[src/rtl/bcd2bin.sv]
// Purpose: converts four packed BCD digits to a 14-bit binary value by sequential reverse double-dabble.
// Latency: rdy pulses 28 cycles after the accepting start edge (2 cycles for a rejected input with BCD2BIN_ERRCHK_EN).
// Backpressure: start is sampled only while idle; requests during a conversion are dropped, never queued.
module bcd2bin (
   input  logic        clk,
   input  logic        rst,
   input  logic [15:0] bcd,
   input  logic        start,
   output logic [13:0] bin,
   output logic        busy,
   output logic        rdy,
   output logic        err
);

   localparam logic [1:0] IDLE  = 2'd0;
   localparam logic [1:0] SHIFT = 2'd1;
   localparam logic [1:0] ADJ   = 2'd2;
   localparam logic [1:0] DONE  = 2'd3;

   logic [1:0]  state;
   logic [29:0] work;      // {bcd digits [29:14], binary accumulator [13:0]}
   logic [3:0]  cnt;       // shifts completed so far
   logic [29:0] work_shr;
   logic [29:0] work_adj;

   // One right shift moves the lowest BCD bit into the binary accumulator.
   assign work_shr = {1'b0, work[29:1]};

   // Undo the implied doubling: any digit field that reached 8 or more had a borrow from above.
   always_comb begin
      work_adj = work;
      for (int i = 0; i < 4; i++) begin
         if (work[14 + 4*i +: 4] >= 4'd8)
            work_adj[14 + 4*i +: 4] = work[14 + 4*i +: 4] - 4'd3;
      end
   end

`ifdef BCD2BIN_ERRCHK_EN
   logic digit_bad;
   logic bad;

   // Flag any loaded digit outside 0..9; checked on the first SHIFT cycle only.
   always_comb begin
      digit_bad = 1'b0;
      for (int i = 0; i < 4; i++) begin
         if (work[14 + 4*i +: 4] > 4'd9)
            digit_bad = 1'b1;
      end
   end
`else
   assign err = 1'b0;
`endif

   // Control FSM and datapath registers.
   always_ff @(posedge clk) begin
      if (rst) begin
         state <= IDLE;
         work  <= '0;
         cnt   <= '0;
         bin   <= '0;
         busy  <= 1'b0;
         rdy   <= 1'b0;
`ifdef BCD2BIN_ERRCHK_EN
         err   <= 1'b0;
         bad   <= 1'b0;
`endif
      end else begin
         rdy <= 1'b0;
         case (state)
            IDLE: begin
               if (start) begin
                  work  <= {bcd, 14'b0};
                  cnt   <= '0;
                  busy  <= 1'b1;
                  state <= SHIFT;
`ifdef BCD2BIN_ERRCHK_EN
                  bad   <= 1'b0;
`endif
               end
            end
            SHIFT: begin
`ifdef BCD2BIN_ERRCHK_EN
               // An invalid digit bypasses the whole shift/adjust sequence.
               if (cnt == 4'd0 && digit_bad) begin
                  bad   <= 1'b1;
                  state <= DONE;
               end else
`endif
               begin
                  work  <= work_shr;
                  cnt   <= cnt + 4'd1;
                  state <= (cnt == 4'd13) ? DONE : ADJ;
               end
            end
            ADJ: begin
               work  <= work_adj;
               state <= SHIFT;
            end
            DONE: begin
`ifdef BCD2BIN_ERRCHK_EN
               bin   <= bad ? 14'd0 : work[13:0];
               err   <= bad;
               bad   <= 1'b0;
`else
               bin   <= work[13:0];
`endif
               rdy   <= 1'b1;
               busy  <= 1'b0;
               state <= IDLE;
            end
            default: state <= IDLE;
         endcase
      end
   end

endmodule

[config.mk]
export PLATFORM = sky130hd
export DESIGN_NAME = bcd2bin
export DESIGN_NICKNAME = d
export VERILOG_FILES = /design/src/rtl/bcd2bin.sv
export SDC_FILE = /design/constraint.sdc
export NUM_CORES = 1
export LEC_CHECK = 0
export ABC_AREA = 0
export CAP_MARGIN = 20
export CORE_UTILIZATION = 47
export CTS_CLUSTER_DIAMETER = 200
export CTS_CLUSTER_SIZE = 16
export DETAILED_ROUTE_END_ITERATION = 12
export MAX_ROUTING_LAYER = met4
export PLACE_DENSITY = 0.7
export SYNTH_ARGS = -nofsm -noshare
export SYNTH_HDL_FRONTEND = slang
export SYNTH_SLANG_ARGS = --single-unit
[constraint.sdc]
create_clock -name clk -period 3.2 [get_ports clk]
set_clock_uncertainty 0.1 [all_clocks]
set_input_delay 0.64 -clock clk [delete_from_list [all_inputs] [get_ports clk]]
set_output_delay 0.64 -clock clk [all_outputs]
set_load 0.01 [all_outputs]
==> out/metrics.cfg <==
[global_route]
antenna_found_initial = 0
grt_overflow = 0
grt_pass1_wl_mm = 9.508
grt_usage = 0.1977
grt_pass1_vias = 2040
grt_max_degree = 38

[run_status]
status = finished clean

[die]
initial_utilization = 0.4901
core_um2 = 5540
ios = 36
die_width_um = 78.01
row_count = 27
dieHeight_um = 78.01
dieArea_um2 = 6085

[timing]
finalCriticalPeriod_ns = 2.193
period_share = 0.6853
hold_violations = 0
rsz0062_at_grt = false
tightest_slew_ns = 0.7631
drv_slew = 0
finalSetupViolCount = 0
fmax_mhz = 456.0
slew_headroom = 0.4913
tns_ns = 0

[critical_path]
critPathMaxStageDelay_ns = 0.61
r2r-start = state[0]$_SDFFE_PP0P_
path_class = in -> reg
regToRegSetupSlack_ns = 1.03
start_kind = input port
cp-end-kind = flop
cp_top_family = simple AND/OR/NAND/NOR gates
crit_chain = clkdlybuf4s50_1, mux2i_2, or2_1, nand2_1, a21oi_1
cpMaxStageDelayCell = or2_1
worstPathArrival_ns = 2.34
cp-startpoint = start
ff2ff_path_depth = 5
worstReg2RegEnd = work[1]$_SDFFE_PP0P_
required_ns = 3.34
cp_num_buf_inv = 1
critPathMaxFanout = 14

[synth]
async_flop_share = 0
syn-cell-area_um2 = 2715
synth_cell_types = 44
synth_area_per_cell_um2 = 8.619
syn_inst = 315
synth_edf_count = 0
syn_nets = 349
ys_seq_area_frac = 0.3834
ys_warn_count = 0
synth_ff_type = dfxtp_1
ys_ff_latch = 52

[placement]
gp_congestion = 0.7866
io_buffer_count = 34
placed_area_um2 = 3052
place.detailed.hpwl_mm = 3.536

[finish]
syn_to_final_growth_pct = 16.50
stdcell_area_um2 = 3163
fillers = 521
antenna_cells = 0
drive_above_1_share = 0.1173
multiInputGateArea_um2 = 1484
regArea_um2 = 1041
fin_nets = 374

[routing]
drc = 0
wl_mm = 5.435
drtPass1Iterations = 4
ant_nets = 0
drtIter0Drc = 105
viasPerCell = 5.245
dr_total_vias = 2166
wl_per_cell_um = 13.16

[power_and_ir_drop]
power_density_nw_per_um2 = 521.1
power.leakage_nw = 1.186
ir_drop_uv = 304.2

[min_path]
whs_endpoint = work[0]$_SDFFE_PP0P_
min_path_cells = 2
hold_path.startpoint = work[0]$_SDFFE_PP0P_
hp-class = reg -> reg

[cts]
clk_latency_ns = 0.30
clk_pin_slew_ns = 0.10
ctsHoldBuffers = 0
cts-root-buf = clkbuf_8
cts_buffers = 5
cts_max_level = 2
clock_path_buffers = 2
cts_setup_buffers = 0
cts_tree = yes
clkSinkCount = 52
cts-resized-gates = 0

[flow_run]
maxCapViolations = 0

final cells by class:
class	instances	area share
tap	72	0.02848
clock inverter	2	0.01226
multi-input combinational	225	0.4691
sequential	52	0.3291
inverter	17	0.02017
clock buffer	6	0.02294
timing repair buffer	39	0.1179
power by group:
group	switching [mW]	total, mW	internal (mW)	leakage [nW]
sequential	0.0588	0.756	0.697	0.423
clock	0.222	0.459	0.237	0.0558
combinational	0.257	0.434	0.177	0.708
registers in the layout, summed over array words and instances (netlist names):
register,count
cnt,4
busy,1
bin,14
rdy,1
work,30
state,2
cell usage in the layout (no fill, tap or decap), types with 4 or more instances in the layout:
cell type	n
inv_1	17
nand2b_1	5
nor2_1	45
ha_1	15
a22oi_1	4
nor3_4	4
clkbuf_8	5
and3_1	5
nor2b_1	7
nand2_1	16
clkdlybuf4s50_1	33
nand3_1	17
a21oi_1	20
o21ai_1	5
a31oi_1	4
mux2i_1	22
dfxtp_1	52
nand2_2	10
buf_4	5
a21oi_2	10
nor3_1	7
worst max path at each step:
stage	endpoint	cells after the start
final	work[1]$_SDFFE_PP0P_	5
after global routing	work[13]$_SDFFE_PP0P_	5
after CTS	work[0]$_SDFFE_PP0P_	5
after detailed placement	work[0]$_SDFFE_PP0P_	5
after global placement	work[0]$_SDFFE_PP0P_	5
after floorplan	work[18]$_SDFFE_PP0P_	7
through the flow:
step                      hold slack, ns  instances  power, mW  utilization  setup WS, ns
after floorplan                   0.3316        315      1.109            -         1.489
after global placement            0.3509        405      1.193       0.5508        0.7658
after detailed placement          0.3622        405      1.204       0.5508        0.6693
after CTS                         0.3747        413      1.663       0.5709        0.9920
after global routing              0.3951        413      1.747       0.5709        0.8357
final                             0.3657        413      1.648       0.5709         1.007
cells by family (layout without fill, tap and decap cells):
logic type | after synthesis | in the layout | share of synthesized area
simple gates | 126 | 126 | 0.2406
compound gates | 57 | 57 | 0.1396
flops | 52 | 52 | 0.3834
buf+inv | 38 | 64 | 0.07005
mux | 23 | 23 | 0.08617
fa+ha+maj | 15 | 15 | 0.06912
xor+xnor | 3 | 3 | 0.009679
other cells | 1 | 1 | 0.001381
worst reg2reg max path, stage by stage (launching register included):
cell	delay [ns]
dfxtp_1	0.36
inv_1	0.09
ha_1	0.65
or2_1	0.65
nand2_1	0.12
a21oi_1	0.14
metal layers:
layer,part of all wire,GRT usage,vias to the layer above
li1,-,-,1118
met1,0.50,0.2553,1003
met2,0.45,0.3195,41
met3,0.041,0.03412,4
met4,0.0059,0.05370,0
met5,0,-,-
cell usage after synthesis (2+ instances only):
library cell	count	area share
dfxtp_1	52	0.38
nor2_1	45	0.062
mux2i_1	22	0.081
a21oi_1	20	0.037
inv_1	17	0.024
nand3_1	17	0.031
nand2_1	16	0.022
ha_1	15	0.069
a21oi_2	10	0.032
clkbuf_1	10	0.014
nand2_2	10	0.023
nor2b_1	7	0.016
nor3_1	7	0.013
and3_1	5	0.012
buf_2	5	0.0092
nand2b_1	5	0.012
o21ai_1	5	0.0092
a22oi_1	4	0.011
a31oi_1	4	0.0092
nor3_4	4	0.024
a2111oi_0	3	0.0097
a221oi_1	3	0.0097
buf_6	3	0.012
and2_1	2	0.0046
o21ai_0	2	0.0037
o31ai_1	2	0.0055
o32ai_1	2	0.0065
xnor2_1	2	0.0065
(Power assumes the default switching activity.)
